File: src/rtl/core_input_ctrl.sv
// Input staging for the 8x8 systolic core: per-lane activation/weight FIFOs
// drained with a diagonal skew so lane k pops k cycles after lane 0.
module core_input_ctrl #(
  parameter int LANES = 8,
  parameter int DW    = 8,
  parameter int DEPTH = 16
) (
  input  logic          clk,
  input  logic          rstn,
  input  logic [DW-1:0] ainport [0:LANES-1],
  input  logic [DW-1:0] winport [0:LANES-1],
  input  logic          write,
  input  logic          read,
  output logic [0:LANES-1] aemptys,
  output logic [0:LANES-1] wemptys,
  output logic [DW-1:0] as [0:LANES-1],
  output logic [DW-1:0] ws [0:LANES-1]
);

  localparam int AW = $clog2(DEPTH);
  localparam int NF = 2 * LANES;
  localparam logic [AW:0] FULL = (AW+1)'(DEPTH);

  logic [LANES-1:1] skew;
  logic [LANES-1:0] rdq;

  // rdq[k] is the read strobe delayed by k cycles; rdq[0] is the live input
  assign rdq = {skew, read};

  always_ff @(posedge clk or negedge rstn) begin
    if (!rstn) begin
      skew <= '0;
    end else begin
      skew <= rdq[LANES-2:0];
    end
  end

  // FIFOs 0..LANES-1 carry activations, LANES..2*LANES-1 carry weights
  for (genvar j = 0; j < NF; j++) begin : g_fifo
    localparam int K = j % LANES;

    logic [DW-1:0] mem [DEPTH];
    logic [AW-1:0] wptr;
    logic [AW-1:0] rptr;
    logic [AW:0]   count;
    logic [DW-1:0] wdata;
    logic [DW-1:0] q;
    logic          emp;
    logic          push;
    logic          pop;

    if (j < LANES) begin : g_act
      assign wdata      = ainport[K];
      assign as[K]      = q;
      assign aemptys[K] = emp;
    end else begin : g_wgt
      assign wdata      = winport[K];
      assign ws[K]      = q;
      assign wemptys[K] = emp;
    end

    assign emp  = (count == '0);
    assign pop  = rdq[K] & ~emp;
    // a pop in the same cycle frees a slot, so a full FIFO may still accept
    assign push = write & ((count != FULL) | pop);

    always_ff @(posedge clk) begin
      if (push) begin
        mem[wptr] <= wdata;
      end
    end

    always_ff @(posedge clk or negedge rstn) begin
      if (!rstn) begin
        wptr  <= '0;
        rptr  <= '0;
        count <= '0;
        q     <= '0;
      end else begin
        q <= pop ? mem[rptr] : '0;
        if (push) begin
          wptr <= wptr + 1'b1;
        end
        if (pop) begin
          rptr <= rptr + 1'b1;
        end
        unique case ({push, pop})
          2'b10:   count <= count + 1'b1;
          2'b01:   count <= count - 1'b1;
          default: count <= count;
        endcase
      end
    end
  end

endmodule

File: config.mk
export PLATFORM = sky130hd
export DESIGN_NAME = core_input_ctrl
export DESIGN_NICKNAME = d
export VERILOG_FILES = /design/src/rtl/core_input_ctrl.sv
export SDC_FILE = /design/constraint.sdc
export NUM_CORES = 2
export LEC_CHECK = 0
export BUFFER_PORTS_ARGS = -buffer_cell sky130_fd_sc_hd__buf_2
export CAP_MARGIN = 15
export CORE_MARGIN = 1.5
export CORE_UTILIZATION = 31
export CTS_CLUSTER_DIAMETER = 50
export DETAILED_ROUTE_END_ITERATION = 7
export GPL_ROUTABILITY_DRIVEN = 0
export PLACE_DENSITY = 0.45
export RECOVER_POWER = 50
export SETUP_SLACK_MARGIN = 0.02
export SKIP_LAST_GASP = 1
export SLEW_MARGIN = 40
export SYNTH_ARGS = -nofsm -noshare
export SYNTH_HDL_FRONTEND = slang
export SYNTH_SLANG_ARGS = --single-unit
File: constraint.sdc
create_clock -name clk -period 4.1 [get_ports clk]
set_input_delay 0.41 -clock clk [delete_from_list [all_inputs] [get_ports clk]]
set_output_delay 0.41 -clock clk [all_outputs]
set_load 0.01 [all_outputs]
==> flow_summary.json <==
{
  "status": "complete, but fails checks",
  "failed_checks": "capacitance limit, slew limit",
  "hold_viol": 0,
  "globalRouteTotalUtil_pct": 14.1,
  "crit_path_end_kind": "flop",
  "utilization_pct": 37.3,
  "netlist_instances": 4891,
  "antenna_found_initial": 11,
  "r2r-start": "g_fifo[15].count[1]$_DFFE_PN0P_",
  "p_int_mw": 56.5,
  "globalRouteOverflowTotal": 0,
  "p_per_area_mw_per_mm2": 720,
  "vias": 46500,
  "grt_pass1_wl_mm": 326,
  "vias_per_cell": 4.77,
  "slew_viol_final": 55,
  "r2r_cells": 9,
  "p_clk_share_pct": 35.1,
  "fin_area_mm2": 0.113,
  "numClockSinks": 2391,
  "synth.top_cell.area_share_pct": 65.4,
  "final_layout_size_suffix_gt1_share_pct": 25.4,
  "r2r-end": "g_fifo[15].count[4]$_DFFE_PN0P_",
  "holdPathEnd": "g_fifo[4].count[4]$_DFFE_PN0P_",
  "num_rows": 202,
  "hold_ws_ps": 204,
  "grt_pass1_vias": 49600,
  "crit_path_max_fanout": 12,
  "fin_skew_ps": 46.3,
  "yosysSeqAreaShare_pct": 74.5,
  "worst_slew_pin_slew_ps": 2100,
  "rsz0062_at_grt": "false",
  "synthSimpleGateAreaFrac_pct": 4.39,
  "core_mm2": 0.302,
  "numCtsBuffers": 320,
  "layout_min_cycle_time_ps": 3530,
  "p_leak_nw": 38.0,
  "ys_ff_latch": 2391,
  "synth.net_count": 5166,
  "ctsResizeCount": 0,
  "netlist_top_cells_count": "edfxtp_1 (2,048), mux4_2 (512), dfrtp_1 (343)",
  "synth_edf_count": 2048,
  "crit_required_ps": 4820,
  "hold_path_depth": 4,
  "cts.htree.levels": 5,
  "finalCritPeriodShare_pct": 86.2,
  "cts_tree": "done",
  "cts-root-buf": "clkbuf_16",
  "hold_class": "primary input to flop",
  "synth_area_mm2": 0.0940,
  "setup_viol": 0,
  "synth_compound_area_share_pct": 2.99,
  "cp_data_arrival_time_ps": 4260,
  "dpl_worst_slack_ps": 874,
  "start_kind": "flop",
  "yosysTopAreaCell": "edfxtp_1",
  "synth_top_family_by_area": "multiplexers",
  "yosys.cell_types.count": 61,
  "synth_area_leaders": "edfxtp_1 (65%), mux4_2 (12%), dfrtp_1 (9.1%)",
  "slew_headroom_pct": -40.1,
  "rrSetupSlack_ps": 570,
  "totalWireLength_mm": 218,
  "synth_xor_area_share_pct": 1.43,
  "io_pins": 276,
  "drc": 0,
  "crit_type": "flop to flop",
  "cap_violations": 1,
  "finalWorstSetupSlack_ps": 567,
  "synth_mux_area_share_pct": 13.0,
  "wl_per_cell_um": 22.4,
  "die_area_mm2": 0.307,
  "tns_ps": 0,
  "numPortBuffers": 275,
  "timing.fmax_mhz": 283,
  "area_delta_synth_final_pct": 19.9,
  "switchingPower_mw": 24.7,
  "cts.clk_slew.worst_paths_ps": 60,
  "ant_nets": 0,
  "min_from": "write",
  "ys_warn_count": 0,
  "grt_max_degree": 85,
  "power_frac_comb_pct": 23.0,
  "synthFlopType": "edfxtp_1",
  "dr.pass1.iters": 7,
  "drt_iter0_drc": 3349,
  "yosys.area_share.adder_pct": 2.01,
  "clock_path_buffers": 4,
  "die_x_um": 554,
  "final_net_count": 5775,
  "synthMostInstantiatedCell": "edfxtp_1",
  "swShare_pct": 30.4,
  "p_seq_share_pct": 41.9,
  "hpwl_mm": 139,
  "clk_latency_ps": 890,
  "die_y_um": 554,
  "synth_area_per_cell_um2": 19.2,
  "dpl_cell_area_mm2": 0.101,
  "peakVddDrop_uv": 342,
  "start_util_pct": 31.1,
  "synthArstFlopShare_pct": 14.3
}
[state kept, by name (all words and copies together) (netlist names)]
name and flops:
skew 7, g_fifo.wptr 64, g_fifo.mem 2048, g_fifo.q 128, g_fifo.count 80, g_fifo.rptr 64
[power groups by stage]
stage / sequential [mW] / combinational, mW / clock, mW
after floorplan: 32.0 / 14.7 / 0
after global placement: 34.5 / 18.9 / 0
after detailed placement: 34.7 / 18.9 / 0
after CTS: 34.2 / 19.1 / 29.3
after global routing: 34.7 / 20.4 / 30.3
final: 34.0 / 18.7 / 28.5
[logic make-up after synthesis]
family / count (synthesis)
compound gates: 441
xor+xnor: 154
fa+ha+maj: 143
buf+inv: 368
flops: 2391
mux: 573
simple gates: 821
[critical path, cell delays in order, from the launching register on]
cell	delay, ps
dfrtp_1	440
or4_1	580
o21ai_0	160
clkbuf_1	660
nor2_1	250
fa_1	470
a21o_1	170
a21oi_1	250
mux2i_1	110
a221o_1	310
[layer usage]
metal  up-vias  track usage [%]  part of all wire, %
met1     24500             19.7                   46
met2       907             22.7                   47
met3       334             2.45                  4.1
li1      20800                -                    -
met5         -                0                0.013
met4         4             3.48                  2.1
[repair_timing]
item / 4_1_cts / 5_1_grt
hold buffers: 130 / 0
endpoints found under the hold margin: 2101 / 0
setup buffers: 0 / 0
[metrics by stage]
stage,power [mW],std cells
floorplan,46.6,4891
global placement,53.4,9026
detailed placement,53.6,9026
CTS,82.7,9752
global route,85.4,9754
finish,81.2,9755
[placed cells by master, fill, tap and decap left out, types with 20 or more instances in the layout]
cell type      count
o22ai_1          192
nor2b_1           29
nor3_1           143
inv_6             27
bufinv_16         32
edfxtp_1        2048
a22oi_1           48
nor4_1            34
xor2_1            28
nand2_1          157
clkinv_2          30
nand4_1           30
nand2b_1          65
nor2_1           133
nor2_2            60
and2_1            88
dlygate4sd3_1    130
buf_2            144
dfrtp_1          310
clkbuf_1         201
clkinvlp_4        24
inv_1             98
ha_1             130
o21ai_0           73
mux4_2           512
mux2i_1           21
clkbuf_16        327
xnor2_1          126
a21oi_1           49
mux2_2            40
dfrtp_2           23
clkbuf_8          20
buf_4            135
clkinv_4          23
[final cells by class]
type / instances / area [um^2]
Antenna cell: 3 / 7.51
Clock buffer: 406 / 8680
Clock inverter: 190 / 2390
Fill cell: 27800 / 190000
Inverter: 99 / 372
Multi-Input combinational cell: 2132 / 22500
Sequential cell: 2391 / 70100
Tap cell: 3978 / 4980
Timing Repair Buffer: 556 / 3650
[worst max-delay path by stage]
| stage | startpoint | to | slack (ps) | cells past startpoint |
|---|---|---|---|---|
| floorplan | g_fifo[15].count[1]$_DFFE_PN0P_ | g_fifo[15].count[4]$_DFFE_PN0P_ | 1160 | 9 |
| global placement | g_fifo[14].count[1]$_DFFE_PN0P_ | g_fifo[14].count[4]$_DFFE_PN0P_ | 780 | 11 |
| detailed placement | g_fifo[14].count[1]$_DFFE_PN0P_ | g_fifo[14].count[4]$_DFFE_PN0P_ | 870 | 11 |
| CTS | g_fifo[14].count[1]$_DFFE_PN0P_ | g_fifo[14].count[4]$_DFFE_PN0P_ | 860 | 11 |
| global route | read | g_fifo[8].count[4]$_DFFE_PN0P_ | 320 | 12 |
| finish | g_fifo[15].count[1]$_DFFE_PN0P_ | g_fifo[15].count[4]$_DFFE_PN0P_ | 570 | 9 |
(Power assumes the default switching activity.)
